### src/rtl/serial_comp_pkg.sv
// Shared types and constants for the bit-serial magnitude comparator sequencer.
package serial_comp_pkg;

   typedef enum logic [1:0] {
      IDLE  = 2'd0,
      SHIFT = 2'd1,
      DONE  = 2'd2
   } state_t;

   typedef struct packed {
      logic g;
      logic e;
      logic s;
   } cmp_res_t;

   localparam cmp_res_t CMP_RES_EQ = '{g: 1'b0, e: 1'b1, s: 1'b0};

   // Once g or s is set the remaining lower bits cannot change the outcome.
   function automatic logic cmp_decided(input cmp_res_t r);
      return r.g | r.s;
   endfunction

endpackage

### src/rtl/casc_comp.sv
// Cascaded one-bit magnitude compare cell: folds one bit pair into a running g/e/s state.
module casc_comp (
   input  logic i_g,
   input  logic i_e,
   input  logic i_s,
   input  logic a,
   input  logic b,
   output logic o_g,
   output logic o_e,
   output logic o_s
);

   // A decided state (g or s) passes through; only an equal state looks at the bits.
   always_comb begin
      o_g = i_g | (i_e & a & ~b);
      o_s = i_s | (i_e & ~a & b);
      o_e = i_e & ~(a ^ b);
   end

endmodule

### src/rtl/serial_comp_seq.sv
// Framed sequencer feeding WIDTH-bit operands MSB-first through one casc_comp cell.
// Optional build macro: SERIAL_COMP_SEQ_EARLY_EXIT_EN (finish as soon as the result is decided).
module serial_comp_seq
   import serial_comp_pkg::*;
#(
   parameter int WIDTH = 8
) (
   input  logic             clk,
   input  logic             rst,
   input  logic             start_valid,
   output logic             start_ready,
   input  logic [WIDTH-1:0] a,
   input  logic [WIDTH-1:0] b,
   output logic             res_valid,
   input  logic             res_ready,
   output logic             g,
   output logic             e,
   output logic             s,
   output logic             busy
);

   localparam int CW = $clog2(WIDTH);
   localparam logic [CW-1:0] CNT_LOAD = CW'(WIDTH - 1);

   state_t           state_q, state_d;
   logic [CW-1:0]    cnt_q, cnt_d;
   cmp_res_t         res_q, res_d;
   logic [WIDTH-1:0] sh_a_q, sh_b_q;
   logic             load, shift;
   cmp_res_t         cell_res;

   casc_comp u_cell (
      .i_g (res_q.g),
      .i_e (res_q.e),
      .i_s (res_q.s),
      .a   (sh_a_q[WIDTH-1]),
      .b   (sh_b_q[WIDTH-1]),
      .o_g (cell_res.g),
      .o_e (cell_res.e),
      .o_s (cell_res.s)
   );

   always_comb begin
      state_d     = state_q;
      cnt_d       = cnt_q;
      res_d       = res_q;
      load        = 1'b0;
      shift       = 1'b0;
      start_ready = 1'b0;
      res_valid   = 1'b0;
      unique case (state_q)
         IDLE: begin
            start_ready = 1'b1;
            if (start_valid) begin
               load    = 1'b1;
               res_d   = CMP_RES_EQ;
               cnt_d   = CNT_LOAD;
               state_d = SHIFT;
            end
         end
         SHIFT: begin
            shift = 1'b1;
            res_d = cell_res;
            if (cnt_q != '0) begin
               cnt_d = cnt_q - 1'b1;
            end
            if (cnt_q == '0) begin
               state_d = DONE;
            end
`ifdef SERIAL_COMP_SEQ_EARLY_EXIT_EN
            if (cmp_decided(cell_res)) begin
               state_d = DONE;
            end
`endif
         end
         DONE: begin
            res_valid = 1'b1;
            if (res_ready) begin
               state_d = IDLE;
            end
         end
         default: begin
            state_d = IDLE;
         end
      endcase
   end

   // Control state: reset aborts any transaction in flight.
   always_ff @(posedge clk or posedge rst) begin
      if (rst) begin
         state_q <= IDLE;
         cnt_q   <= '0;
         res_q   <= CMP_RES_EQ;
      end else begin
         state_q <= state_d;
         cnt_q   <= cnt_d;
         res_q   <= res_d;
      end
   end

   // Operand shifters carry data only and need no reset.
   always_ff @(posedge clk) begin
      if (load) begin
         sh_a_q <= a;
         sh_b_q <= b;
      end else if (shift) begin
         sh_a_q <= {sh_a_q[WIDTH-2:0], 1'b0};
         sh_b_q <= {sh_b_q[WIDTH-2:0], 1'b0};
      end
   end

   assign g    = res_q.g;
   assign e    = res_q.e;
   assign s    = res_q.s;
   assign busy = (state_q != IDLE);

endmodule

### config.mk
export PLATFORM = sky130hd
export DESIGN_NAME = serial_comp_seq
export DESIGN_NICKNAME = d
export VERILOG_FILES = /design/src/rtl/serial_comp_pkg.sv /design/src/rtl/casc_comp.sv /design/src/rtl/serial_comp_seq.sv
export SDC_FILE = /design/constraint.sdc
export NUM_CORES = 1
export LEC_CHECK = 0
export ABC_AREA = 1
export CORE_MARGIN = 10
export CORE_UTILIZATION = 34
export DETAILED_ROUTE_END_ITERATION = 10
export GPL_ROUTABILITY_DRIVEN = 0
export SYNTH_ARGS = -nofsm -noshare
export SYNTH_HDL_FRONTEND = slang
export SYNTH_HIERARCHICAL = 1
export SYNTH_SLANG_ARGS = --single-unit
### constraint.sdc
create_clock -name clk -period 4.1 [get_ports clk]
set_input_delay 0.82 -clock clk [delete_from_list [all_inputs] [get_ports clk]]
set_output_delay 0.82 -clock clk [all_outputs]
set_load 0.02 [all_outputs]
Word level (Yosys, flattened, before mapping)
Cells that the tools add are included.
{ "classes": {"multipliers": 0, "add_sub_neg": 1, "n_div": 0, "n_reduce_logical": 9, "n_lt_le_gt_ge": 0, "n_eq_ne": 6, "bitwise": 11, "n_shift": 0, "mux": 18} }
{ "ops": {"columns": ["operator", "count"], "rows": [
  ["$mux 8", 4],
  ["$pmux 3 s2", 2],
  ["$mux 3", 3],
  ["$ne 2x2->1 const B", 4],
  ["$mux 2", 3],
  ["$pmux 2 s3", 1],
  ["$reduce_and 3->1", 2],
  ["$reduce_bool 2->1", 3],
  ["$and 1x1->1", 5],
  ["$mux 1", 5],
  ["$logic_not 3->1", 1],
  ["$not 1->1", 3],
  ["$reduce_bool 3->1", 1],
  ["$sub 3x1->3 const B", 1],
  ["$eq 2x1->1 const B", 1],
  ["$eq 2x2->1 const B", 1],
  ["$logic_not 2->1", 1],
  ["$or 1x1->1", 2],
  ["$reduce_and 2->1", 1],
  ["$xor 1x1->1", 1]
]} }
{ "totals": {"memories": 0, "inputBits": 20, "latch_bits": 0, "output_inout_bits": 6, "ramBits": 0, "reg_bits": 24, "rom_bits": 0} }

Logic depth before layout (Yosys ltp)
Gate-level depths: netlist (run 1).
{ "logic_depth": {"depth_word": 5, "mapped_depth": 7, "mapped_depth_nobuf": 7} }

Cells and area by module
Netlist (run 1), hierarchy kept.
{ "by_module_without_submodules": {"columns": ["module", "seq_area_each_um2", "cells_each", "instances", "area_per_inst_um2"], "rows": [
  ["serial_comp_seq", 681.9, 120, 1, 1132.3],
  ["casc_comp", 0.0, 10, 1, 43.8]
]} }

Least setup slack after synthesis (run 1)
OpenSTA, ideal clock, no wires.
{ "synth_timing": {"kind": "input-to-reg", "start": "input port start_valid", "end": "register sh_a_q[0] (enable)", "path_slack_ns": 2.312, "t_arrival_ns": 1.424, "n_path_buf": 1, "stages": 3, "path_cell_list": "buf_2 -> o21ai_1 -> inv_1"} }
{ "synth_via": {"elab_chain_len": 3} }
{ "synth_lines": {"columns": ["element", "line_no", "source"], "rows": [
  ["start: declaration", "serial_comp_seq.sv:10", "input logic start_valid,"],
  ["$mux 1", "serial_comp_seq.sv:54", "if (start_valid) begin"],
  ["$mux 1", "serial_comp_seq.sv:51", "unique case (state_q)"],
  ["$reduce_bool 2->1 (no line)", null, null],
  ["end signal: assignment", "serial_comp_seq.sv:107", "sh_a_q <= {sh_a_q[WIDTH-2:0], 1'b0};"],
  ["end: declaration", "serial_comp_seq.sv:28", "logic [WIDTH-1:0] sh_a_q, sh_b_q;"]
]} }
Every way passes these cells.
A chain may end at the register's enable or synchronous reset.

Final worst setup path (run 1)
{ "layout_timing": {"start": "register state_q[0]", "end": "output port start_ready"} }
{ "layout_via": {"elab_chain_len": 2} }
{ "layout_lines": {"columns": ["element", "line_no", "source"], "rows": [
  ["start: declaration", "serial_comp_seq.sv:25", "state_t state_q, state_d;"],
  ["start signal: assignment", "serial_comp_seq.sv:95", "state_q <= state_d;"],
  ["$logic_not 2->1", "serial_comp_seq.sv:51", null],
  ["$mux 1", "serial_comp_seq.sv:51", null],
  ["end: declaration", "serial_comp_seq.sv:11", "output logic start_ready,"]
]} }
Every way passes these cells.

==> results.json, run 1 <==
{
  "status": "completed",
  "intPower_uw": 610.9,
  "wl_per_cell_um": 11.93,
  "syn_area_per_cell_sq_um": 9.047,
  "dieArea_sq_um": 6212,
  "first_iter_violations": 43,
  "antenna_cells": 0,
  "hold_buffers": 0,
  "cts_tree": "built",
  "syn-instance-count": 130,
  "fillers": 372,
  "min_path_cells": 2,
  "die_w_um": 78.82,
  "grt-ovfl-total": 0,
  "synth_nets": 152,
  "setup_tns_ps": 0,
  "ant_nets": 0,
  "synth_top_area_frac": 0.4085,
  "hold_path.class": "flip-flop to flip-flop",
  "fp.dieH_um": 78.82,
  "worstPathRequired_ps": 3280,
  "cts_root_buf": "clkbuf_4",
  "wl_met3_um": 176,
  "maxCapViolCount": 0,
  "synthXorXnorAreaFrac": 0,
  "tightest_slew_ps": 633.0,
  "fmax_ghz": 0.3642,
  "relSlewSlack": 0.5776,
  "num_vias": 919,
  "synth_cell_type_count": 19,
  "min_period_ps": 2746,
  "synthAdderAreaFrac": 0.02128,
  "io_pins": 26,
  "worstPathMaxFanout": 18,
  "grt_max_degree": 21,
  "grt_pass1_vias": 947,
  "syn_to_final_growth_pct": 24.36,
  "wirelength_um": 2375,
  "power_density_nw_per_um2": 668.1,
  "p_clk_frac": 0.108,
  "core_sq_um": 3337,
  "p_leak_uw": 0.0006835,
  "synthTopCellsByArea": "edfxtp_1, dfrtp_1, nand2_1",
  "avgViaCountPerCell": 4.618,
  "highest_layer": "met4",
  "criticalPathCategory": "flip-flop to primary output",
  "clock_skew_ps": 2.162,
  "dr.pass1.iters": 4,
  "dp_hpwl_um": 1756,
  "synthMuxAreaShare": 0,
  "p_sw_frac": 0.3749,
  "yosys.area_share.simple": 0.2872,
  "critPathLaunchType": "flip-flop",
  "synth_top_family_by_area": "simple AND/OR/NAND/NOR gates",
  "track_usage": 0.08075,
  "synth_compound_area_frac": 0.02340,
  "slew_viol_final": 0,
  "final_cell_mix": "nand2_1, nand3_1, clkdlybuf4s50_1",
  "htreeDepth": 1,
  "start_util": 0.3525,
  "finalSetupViolations": 0,
  "drive_gt1_frac": 0.05229,
  "row_count": 21,
  "path_clk_slew_ps": 130,
  "cp.arrival_ps": 1930,
  "synth_top_area_cell": "edfxtp_1",
  "cts_buffers": 3,
  "peakVddDrop_mv": 0.3277,
  "grt_pass1_wl_um": 4119,
  "ys_ff_latch": 24,
  "final_common_cell": "nand2_1",
  "endpoint_kind": "primary output",
  "grt_antenna_before_repair": 0,
  "io_buffers": 25,
  "placed_cell_area_sq_um": 1436,
  "wl_met2_um": 1098,
  "clockBufferDepth": 2,
  "worst_r2r_path_depth": 4,
  "met1_length_um": 1087,
  "p_seq_frac": 0.488,
  "fin_area_sq_um": 1463,
  "drc": 0,
  "switchingPower_uw": 366.4,
  "rsz0062_at_grt": "no",
  "final_hold_viol_count": 0,
  "ys_seq_area_frac": 0.5798,
  "netlist_area_sq_um": 1176,
  "clock_sinks": 24,
  "cts_resized": 0,
  "clkLatencyLatePin_ps": 310,
  "min_period_over_period": 0.6698,
  "combPwrFrac": 0.404,
  "yosys_warnings": 6,
  "cts_setup_buffers": 0,
  "fin_nets": 176
}
[area by class of cell]
class	count	area, sq um	area share
clock inverters	1	3.754	0.002566
well taps	46	57.56	0.03935
repair buffers	25	250.2	0.1711
multi-input cells	85	390.4	0.2669
flip-flops and latches	24	681.9	0.4662
inverters	15	56.30	0.03849
clock buffers	3	22.52	0.01540
[stage by stage]
step	utilization	std cells	power, uW	hold WS, ps	setup WS, ps
final	0.4383	199	977.3	504.9	1354
after global routing	0.4383	199	1070	535.6	1200
after CTS	0.4383	199	993.7	508.6	1331
after detailed placement	0.4304	195	887.1	482.5	1308
after global placement	0.4304	195	866.2	482.7	1381
after floorplan	-	130	770.1	471.4	2312
[worst max-delay path, cell delays in order (launching register included)]
cell             delay (ps)
dfrtp_1                 540
nor2_4                  380
clkdlybuf4s50_1         690
[cell usage after synthesis]
library cell,count
nand3_1,26
nor2_2,1
o21bai_1,1
inv_1,14
nand2_1,44
dfrtp_1,7
buf_4,2
buf_2,2
dfstp_2,1
nand2_2,1
nor2_4,1
buf_6,2
inv_2,1
edfxtp_1,16
o21ai_0,1
nor2_1,5
ha_1,2
a21oi_1,2
o21ai_1,1
[power by group through the flow]
stage	Combinational, uW	Clock, uW	Sequential (uW)
final	395	105	477
after global routing	457	120	493
after CTS	404	110	479
after detailed placement	402	0	485
after global placement	385	0	481
after floorplan	291	0	480
[per-layer routing]
layer  track usage  vias to the layer above
li1              -                      468
met2        0.1332                       24
met4       0.01971                        0
met5             0                        -
met3       0.03941                        2
met1       0.09182                      425
[registers in the layout, indices dropped and copies added, names as in the netlist]
name and count:
state_q 2, cnt_q 3, g 1, e 1
sh_a_q 8, sh_b_q 8, s 1
[worst paths after layout]
path / endpoint / slack (ps) / startpoint
setup / recovery: start_ready / 1350 / state_q[0]
hold / removal: s / 500 / s
setup reg to reg: sh_b_q[2] / 2410 / state_q[0]
hold reg to reg: s / 500 / s
max in group asynchronous: e / 3070 / rst
min in group asynchronous: cnt_q[0] / 740 / rst
[cell families after synthesis]
group	after synthesis
buf+inv	21
simple gates	78
fa+ha+maj	2
flops	24
compound gates	5
Power figures use the tool's default switching activity.
==> run 2: changes to the inputs <==
==> constraint.sdc (replaced) <==
create_clock -name clk -period 2.35 [get_ports clk]
set_input_delay 0.47 -clock clk [delete_from_list [all_inputs] [get_ports clk]]
set_output_delay 0.47 -clock clk [all_outputs]
set_load 0.02 [all_outputs]
==> run 2 against run 1 <==
Against the previous run:
- die area is the same
- utilization grew 0.45 points
- worst setup slack lost 1100 ps
- via count grew 0.22%
- flip-flop and latch count is the same
- clock power grew 76%
- routed wire length grew 4.6%
- critical endpoint is now res_valid
- highest routed layer unchanged
==> results.json, run 2 (same netlist as run 1, synthesis figures left out) <==
{
  "tightest_slew_ps": 610.6,
  "worst_r2r_path_depth": 5,
  "min_period_over_period": 0.9075,
  "relSlewSlack": 0.5925,
  "dieArea_sq_um": 6212,
  "grt_pass1_vias": 996,
  "r2r_start": "state_q[0]",
  "slowest_stage": "clkdlybuf4s50_1",
  "fin_nets": 178,
  "worstPathRequired_ps": 1880,
  "cp.arrival_ps": 1660,
  "setup_tns_ps": 0,
  "grt-ovfl-total": 0,
  "start_util": 0.3525,
  "ant_nets": 0,
  "cp_num_buf_inv": 1,
  "syn_to_final_growth_pct": 25.64,
  "path_clk_slew_ps": 130,
  "io_buffers": 25,
  "peakVddDrop_mv": 0.3575,
  "htreeDepth": 1,
  "criticalPathCategory": "flip-flop to primary output",
  "grt_pass1_wl_um": 4305,
  "crit_chain": "nor2_1 -> clkdlybuf4s50_1",
  "grt_antenna_before_repair": 0,
  "power_density_nw_per_um2": 1175,
  "final_hold_viol_count": 0,
  "final_common_cell": "nand2_1",
  "row_count": 21,
  "intPower_uw": 1083,
  "antenna_cells": 0,
  "num_vias": 921,
  "clock_sinks": 24,
  "worstPathMaxFanout": 11,
  "dp_hpwl_um": 1880,
  "endpoint_kind": "primary output",
  "drc": 0,
  "status": "completed",
  "cts_resized": 0,
  "p_clk_frac": 0.106,
  "switchingPower_uw": 652.9,
  "avgViaCountPerCell": 4.582,
  "p_leak_uw": 0.0006930,
  "slowest_delay_ps": 630,
  "combPwrFrac": 0.406,
  "min_period_ps": 2133,
  "critPathLaunchType": "flip-flop",
  "fmax_ghz": 0.4689,
  "p_seq_frac": 0.487,
  "slew_viol_final": 0,
  "hold_path.class": "primary input to asynchronous set/reset pin",
  "maxCapViolCount": 0,
  "r2r_slack_ps": 700,
  "first_iter_violations": 47,
  "wl_per_cell_um": 12.36,
  "track_usage": 0.08417,
  "regToRegEndpoint": "sh_a_q[4]",
  "io_pins": 26,
  "fillers": 348,
  "cts_buffers": 3,
  "clockBufferDepth": 2,
  "finalSetupViolations": 0,
  "final_cell_mix": "nand2_1, nand3_1, clkdlybuf4s50_1",
  "holdWs_ps": 400.5,
  "cts_root_buf": "clkbuf_4",
  "cts_setup_buffers": 0,
  "crit_family": "buffers and inverters",
  "core_sq_um": 3337,
  "clkLatencyLatePin_ps": 310,
  "p_sw_frac": 0.3761,
  "grt_max_degree": 21,
  "clock_skew_ps": 4.352,
  "hold_buffers": 0,
  "rsz0062_at_grt": "no",
  "drive_gt1_frac": 0.06452,
  "cts_tree": "built",
  "die_w_um": 78.82,
  "wirelength_um": 2484,
  "fp.dieH_um": 78.82,
  "top_regs": "sh_a_q (8), sh_b_q (8), cnt_q (3)",
  "dr.pass1.iters": 4
}
-- run 2: cell types whose count changed in the layout (fill, tap and decap cells not counted), sizes merged --
cell / previous run / this run
buf: 0 / 2
clkbuf: 3 / 4
clkinv: 1 / 0
-- run 2: area by class of cell --
class,count,area [sq um],share of cell area
inverters,15,56.30,0.03810
multi-input cells,85,390.4,0.2642
repair buffers,27,265.3,0.1795
flip-flops and latches,24,681.9,0.4615
well taps,46,57.56,0.03895
clock buffers,4,26.28,0.01778
-- run 2: layer usage --
metal  wire (um)  vias up  GRT usage
met1        1128      427    0.09224
met3         184        2    0.03041
met5           0        -          0
met2        1159       22     0.1480
li1            -      470          -
met4          11        0    0.02688
-- run 2: worst register-to-register path, stage by stage (launching register included) --
cell	delay (ps)
dfrtp_1	540
nor2_4	180
buf_4	230
nand2_2	260
nand2_1	140
nand2_1	70
-- run 2: per-stage QoR --
step,instances,util,worst slack [ps],instance area (sq um),power [uW]
4_1_cts,201,0.4428,201.0,1478,1758
5_1_grt,201,0.4428,96.50,1478,1908
6_report,201,0.4428,217.4,1478,1736
3_3_place_gp,197,0.4349,409.3,1451,1537
2_1_floorplan,130,-,911.9,1176,1344
3_5_place_dp,197,0.4349,375.0,1451,1569
-- run 2: worst max-delay path by stage --
stage / to / depth (start not counted) / startpoint
6_report: res_valid / 2 / state_q[0]
5_1_grt: res_valid / 3 / state_q[1]
4_1_cts: res_valid / 2 / state_q[0]
3_5_place_dp: sh_b_q[0] / 3 / start_valid
3_3_place_gp: sh_b_q[0] / 3 / start_valid
2_1_floorplan: sh_a_q[0] / 3 / start_valid
-- run 2: power groups by stage --
stage	sequential [uW]	combinational, uW	clock [uW]
6_report	846	706	185
5_1_grt	874	824	210
4_1_cts	848	720	190
3_5_place_dp	854	716	0
3_3_place_gp	846	692	0
2_1_floorplan	837	507	0
